File: src/rtl/bubble_sort_ctrl.sv
// In-place ascending bubble sort of a RAM region, driving a single-port 1-cycle-latency RAM.
// Outputs are decoded from state/registers only; early exit after the first swap-free pass.
module bubble_sort_ctrl #(
   parameter int DATA_W = 16,
   parameter int ADDR_W = 10
) (
   input  logic                  clk,
   input  logic                  rst_n,
   input  logic                  start,
   input  logic [ADDR_W-1:0]     base_addr,
   input  logic [ADDR_W:0]       len,
   output logic                  busy,
   output logic                  done,
   output logic [2*ADDR_W-1:0]   swap_cnt,
   output logic [ADDR_W:0]       pass_cnt,
   output logic                  rd,
   output logic                  wr,
   output logic [ADDR_W-1:0]     address,
   output logic [DATA_W-1:0]     data_in,
   input  logic [DATA_W-1:0]     data_out
);

   typedef enum logic [2:0] {
      IDLE, RD_A, RD_B, CMP, WR_A, WR_B, PASS_END, DONE
   } state_t;

   localparam logic [ADDR_W-1:0]   ONE_A = 1;
   localparam logic [ADDR_W:0]     ONE_L = 1;
   localparam logic [2*ADDR_W-1:0] ONE_S = 1;

   state_t              state_q, state_d;
   logic [ADDR_W-1:0]   idx_q, idx_d;
   logic [ADDR_W:0]     limit_q, limit_d;
   logic [ADDR_W-1:0]   base_q, base_d;
   logic [DATA_W-1:0]   a_reg_q, a_reg_d;
   logic [DATA_W-1:0]   b_reg_q, b_reg_d;
   logic                swapped_q, swapped_d;
   logic [2*ADDR_W-1:0] swap_cnt_q, swap_cnt_d;
   logic [ADDR_W:0]     pass_cnt_q, pass_cnt_d;

   logic [ADDR_W-1:0]   elem_a, elem_b;
   logic                adv;

   // Natural modulo-2^ADDR_W wrap of the adders gives the wrapped region for free.
   assign elem_a = base_q + idx_q;
   assign elem_b = elem_a + ONE_A;

   always_ff @(posedge clk or negedge rst_n) begin
      if (!rst_n) begin
         state_q    <= IDLE;
         idx_q      <= '0;
         limit_q    <= '0;
         base_q     <= '0;
         a_reg_q    <= '0;
         b_reg_q    <= '0;
         swapped_q  <= 1'b0;
         swap_cnt_q <= '0;
         pass_cnt_q <= '0;
      end else begin
         state_q    <= state_d;
         idx_q      <= idx_d;
         limit_q    <= limit_d;
         base_q     <= base_d;
         a_reg_q    <= a_reg_d;
         b_reg_q    <= b_reg_d;
         swapped_q  <= swapped_d;
         swap_cnt_q <= swap_cnt_d;
         pass_cnt_q <= pass_cnt_d;
      end
   end

   always_comb begin
      state_d    = state_q;
      idx_d      = idx_q;
      limit_d    = limit_q;
      base_d     = base_q;
      a_reg_d    = a_reg_q;
      b_reg_d    = b_reg_q;
      swapped_d  = swapped_q;
      swap_cnt_d = swap_cnt_q;
      pass_cnt_d = pass_cnt_q;
      adv        = 1'b0;
      rd         = 1'b0;
      wr         = 1'b0;
      address    = '0;
      data_in    = '0;
      busy       = 1'b0;
      done       = 1'b0;

      case (state_q)
         IDLE: begin
            if (start) begin
               if (len <= ONE_L) begin
                  state_d = DONE;
               end else begin
                  base_d     = base_addr;
                  idx_d      = '0;
                  limit_d    = len - ONE_L;
                  swap_cnt_d = '0;
                  pass_cnt_d = ONE_L;
                  swapped_d  = 1'b0;
                  state_d    = RD_A;
               end
            end
         end
         RD_A: begin
            busy    = 1'b1;
            rd      = 1'b1;
            address = elem_a;
            state_d = RD_B;
         end
         RD_B: begin
            busy    = 1'b1;
            rd      = 1'b1;
            address = elem_b;
            a_reg_d = data_out;
            state_d = CMP;
         end
         CMP: begin
            busy = 1'b1;
            // Strict compare keeps equal words in place, so the sort is stable.
            if (a_reg_q > data_out) begin
               b_reg_d = data_out;
               state_d = WR_A;
            end else begin
               adv = 1'b1;
            end
         end
         WR_A: begin
            busy    = 1'b1;
            wr      = 1'b1;
            address = elem_a;
            data_in = b_reg_q;
            state_d = WR_B;
         end
         WR_B: begin
            busy       = 1'b1;
            wr         = 1'b1;
            address    = elem_b;
            data_in    = a_reg_q;
            swap_cnt_d = swap_cnt_q + ONE_S;
            swapped_d  = 1'b1;
            adv        = 1'b1;
         end
         PASS_END: begin
            busy = 1'b1;
            if (!swapped_q || limit_q == ONE_L) begin
               state_d = DONE;
            end else begin
               limit_d    = limit_q - ONE_L;
               idx_d      = '0;
               swapped_d  = 1'b0;
               pass_cnt_d = pass_cnt_q + ONE_L;
               state_d    = RD_A;
            end
         end
         DONE: begin
            done    = 1'b1;
            state_d = IDLE;
         end
         default: state_d = IDLE;
      endcase

      if (adv) begin
         if (({1'b0, idx_q} + ONE_L) == limit_q) begin
            state_d = PASS_END;
         end else begin
            idx_d   = idx_q + ONE_A;
            state_d = RD_A;
         end
      end
   end

   assign swap_cnt = swap_cnt_q;
   assign pass_cnt = pass_cnt_q;

endmodule

File: config.mk
export PLATFORM = sky130hd
export DESIGN_NAME = bubble_sort_ctrl
export DESIGN_NICKNAME = d
export VERILOG_FILES = /design/src/rtl/bubble_sort_ctrl.sv
export SDC_FILE = /design/constraint.sdc
export NUM_CORES = 1
export LEC_CHECK = 0
export BUFFER_PORTS_ARGS = -buffer_cell sky130_fd_sc_hd__buf_2
export CAP_MARGIN = 20
export CORE_MARGIN = 4
export CORE_UTILIZATION = 52
export DETAILED_ROUTE_END_ITERATION = 6
export PLACE_DENSITY = 0.77
export SLEW_MARGIN = 20
export SYNTH_ARGS = -nofsm -noshare
export SYNTH_HDL_FRONTEND = slang
export SYNTH_SLANG_ARGS = --single-unit
File: constraint.sdc
create_clock -name clk -period 3.2 [get_ports clk]
set_clock_uncertainty 0.1 [all_clocks]
set_input_delay 0.64 -clock clk [delete_from_list [all_inputs] [get_ports clk]]
set_output_delay 0.64 -clock clk [all_outputs]
set_load 0.01 [all_outputs]
==> impl_summary.md <==
Placed design
Port buffering added 100 buffers. The post-detailed-placement cell area is roughly 7500 µm². After detailed placement, the design holds a cell count of approximately 1000.

The post-DP HPWL is approximately 12 mm. At the end of routability-driven placement, the weighted congestion stood at 0.911.

Status
The final reports fail on setup timing. The run finished, with violations left.

Die
The total I/O pin count is 101. The row count is 40. Measured along the x axis, the die boundary spans approximately 120 µm. In this run the vertical extent of the chip is approximately 120 µm.

The total core area is approximately 12000 µm². The die area is roughly 14000 µm². The initial core utilization is 0.536.

Worst setup path
The arrival time at the worst endpoint is slightly above 3000 ps. STA classifies the critical path endpoint as an output pin. The critical-path maximum fanout is 3. The type of the worst setup path is reg2out. The launching element type of the critical path is a register. The required time of the critical path is roughly 2500 ps.

Finish
The sequential cells in the finished layout cover a total of about 2500 µm². Leaving out fill and tap cells, the most frequent cell in the layout is sky130_fd_sc_hd__buf_2. From synthesis to final layout, the design area changed by 22.6%. Fill cells in the final layout number 1021. For this run, the post-layout net count is about 960. In the final layout, the share of cells above drive strength 1 is 0.255. Once layout is complete, the cells apart from fillers number 1057. With fillers left out, the area of the finished cells amounts to about 8000 µm². The number of antenna diodes in the final layout is 0. The area of the multi-input gates is about 3900 µm². In the layout the commonest cells are sky130_fd_sc_hd__buf_2 (99), sky130_fd_sc_hd__dfrtp_1 (98), sky130_fd_sc_hd__nor2_1 (81).

Route
The number of detailed-route iterations in the first pass is 5. The via count of the routed design is 5992. In the routed design, unresolved DRC markers number 0.

The violation count after the first detailed-route iteration is 558. The routed via count divided by cell count is 5.67. In the final routed layout, each cell accounts on average for 16.1 µm. The detail route stage leaves a number of antenna-violating nets equal to 0.

The final wirelength is 17.0 mm.

Logic synthesis
After synthesis, the share of flip-flops with an asynchronous set or reset is 1.00. The largest total area in the synthesized netlist belongs to sky130_fd_sc_hd__dfrtp_1. Of the synthesized area, sequential elements account for 0.376.

The unique cell type count in the Yosys netlist is approximately 70. Counting flops with a built-in enable in the synthesized netlist gives 0. Synthesis produced a netlist with a net count of 823. In the synthesized netlist, the number of instances is around 750. Yosys attributes the largest share of cell area to sky130_fd_sc_hd__dfrtp_1 (38%), sky130_fd_sc_hd__ha_1 (6.3%), sky130_fd_sc_hd__xor2_1 (5.2%). The Yosys warning count is 0. Synthesis inferred 98 register bits. The synthesized area per cell is just under 9 µm².

The most used flip-flop cell after synthesis is sky130_fd_sc_hd__dfrtp_1. The cell area after technology mapping is 6520 µm². The top-area cell type share of the netlist area is 0.376.

Clock tree
Clock tree synthesis inserted a total of 9 buffers. The root buffer cell chosen for the clock tree is sky130_fd_sc_hd__clkbuf_16. The clock insertion delay at the later pin of the skew report is 360 ps. The clock tree from TritonCTS is yes. The H-tree was split into 3 levels. The clock passes through at most 2 buffers.

The clock sink count is about 100. The clock-pin transition on the worst setup and hold timing paths is about 70 ps.

Flow run
The number of maximum-capacitance constraint violations is 0.

STA
Timing would allow up to about 260 MHz. The final period utilization is 1.18. The number of hold-slack violations in the final timing report is 0.

For the pin with the worst max-slew slack, the measured transition is roughly 730 ps. Across all hold checks on the routed design, the worst slack comes to 170 ps. Once routing completed, OpenROAD measured the worst setup slack at -575 ps. The minimum period implied by the final worst setup slack is approximately 3800 ps. The worst slew slack as a fraction of its limit is 0.506. The number of slew-limit violations in the final report is 0. Setup repair after global routing could not meet its margin everywhere. Setup violations remaining at the end of the flow were counted as 7.

Global routing
The number of antenna violations at the first check in global routing is 0. The first global-routing pass estimated 27.9 mm of wire. The via count of the first global-routing pass was 5921.

For this run, global-route usage on met3 was measured as 0.0363. After global routing, the most crowded layer is met2. The total overflow left after global routing is 0. The global routing met2 resource utilization is 0.383.

The fraction of met1 tracks used by global routing is 0.319. For this run, the total global-route usage over all layers was measured as 0.236. Entering global routing, the biggest net connects 59 pins.

Power and ir drop
In this run the static leakage power is approximately 3.9 nW. The maximum vdd drop is 0.628 mV. The power density over the cells is about 890 nW/µm².

Hold path
The worst hold path belongs to the class in2async.
## worst max-delay path, cell delays in order, from the launching register on
cell	delay, ps
sky130_fd_sc_hd__dfrtp_1	410
sky130_fd_sc_hd__buf_4	150
sky130_fd_sc_hd__fa_2	390
sky130_fd_sc_hd__a21o_1	210
sky130_fd_sc_hd__a221oi_2	310
sky130_fd_sc_hd__xnor2_2	160
sky130_fd_sc_hd__nand4_1	180
sky130_fd_sc_hd__buf_4	190
sky130_fd_sc_hd__nor3_2	120
sky130_fd_sc_hd__xnor2_1	140
sky130_fd_sc_hd__o22ai_1	100
sky130_fd_sc_hd__a31o_1	190
sky130_fd_sc_hd__buf_2	130
## through the flow
stage,TNS [ps],util,total power [mW],setup slack (ps)
2_1_floorplan,-193,-,4.40,-172
3_3_place_gp,-200,0.618,5.50,-120
4_1_cts,-2850,0.646,6.91,-540
6_report,-2850,0.657,7.12,-575
3_5_place_dp,-490,0.618,5.67,-202
5_1_grt,-3530,0.657,7.61,-693
## repair_timing
item                                    4_1_cts  5_1_grt
pin swaps                                     6        9
endpoints found under the setup margin        7        8
setup buffers                                 1        7
resized for setup                             2       13
hold buffers                                  0        0
## logic make-up after synthesis
kind of cell,count (synthesis),synth area share
XOR/XNOR,67,0.0912
adder cells (fa/ha/maj),35,0.0679
AND/OR/NAND/NOR,277,0.208
multiplexers,31,0.0503
flip-flops,98,0.376
buffers and inverters,71,0.0455
AO/OA/AOI/OAI,170,0.160
## metal layers
metal  routed length (µm)  up-vias
met5                    0        -
li1                     -     2899
met3                 1060       26
met4                  336        0
met2                 8100      218
met1                 7490     2849
## state kept, by name, summed over array words and instances (netlist names)
name and cells:
base_q 10, limit_q 11, swapped_q 1, idx_q 10, b_reg_q 16, pass_cnt 11, swap_cnt 20, a_reg_q 16
state_q 3
## worst paths after layout
path	slack (ps)	endpoint	start	cells past startpoint
worst min register to register	390	b_reg_q[1]	b_reg_q[1]	2
min in group clk	390	b_reg_q[1]	b_reg_q[1]	2
max in group asynchronous	2120	pass_cnt[9]	rst_n	2
worst max register to register	320	idx_q[3]	a_reg_q[14]	9
worst min-delay path	170	b_reg_q[4]	rst_n	1
worst max-delay path	-570	address[9]	idx_q[1]	12
## cell usage after synthesis (all sizes together), types with 2 or more instances
cell / instances
dfrtp: 98
nor2: 82
nand2: 72
o21ai: 70
a21oi: 43
xor2: 39
ha: 33
inv: 31
xnor2: 28
nand3: 26
clkbuf: 23
nor3: 20
buf: 17
mux2i: 17
and3: 15
mux2: 14
nand4: 14
a21o: 12
o22ai: 9
or3: 9
a22oi: 8
nand2b: 8
nor4: 7
a31oi: 4
and2: 4
nand3b: 4
o31ai: 4
and4: 3
nor2b: 3
or2: 3
or4: 3
a221oi: 2
o211ai: 2
## power by group
part	switching, mW	leakage [nW]	internal (mW)	total, mW
clock network	0.492	0.148	0.691	1.18
registers	0.402	1.26	1.65	2.05
logic	2.13	2.48	1.76	3.89
total	3.03	3.89	4.10	7.12
## final cells by class
cell class,count,area share
clock inverters,5,0.0108
inverters,31,0.0146
flip-flops and latches,98,0.307
clock buffers,11,0.0291
multi-input cells,580,0.487
well taps,168,0.0263
repair buffers,164,0.125
(Power assumes the default switching activity.)
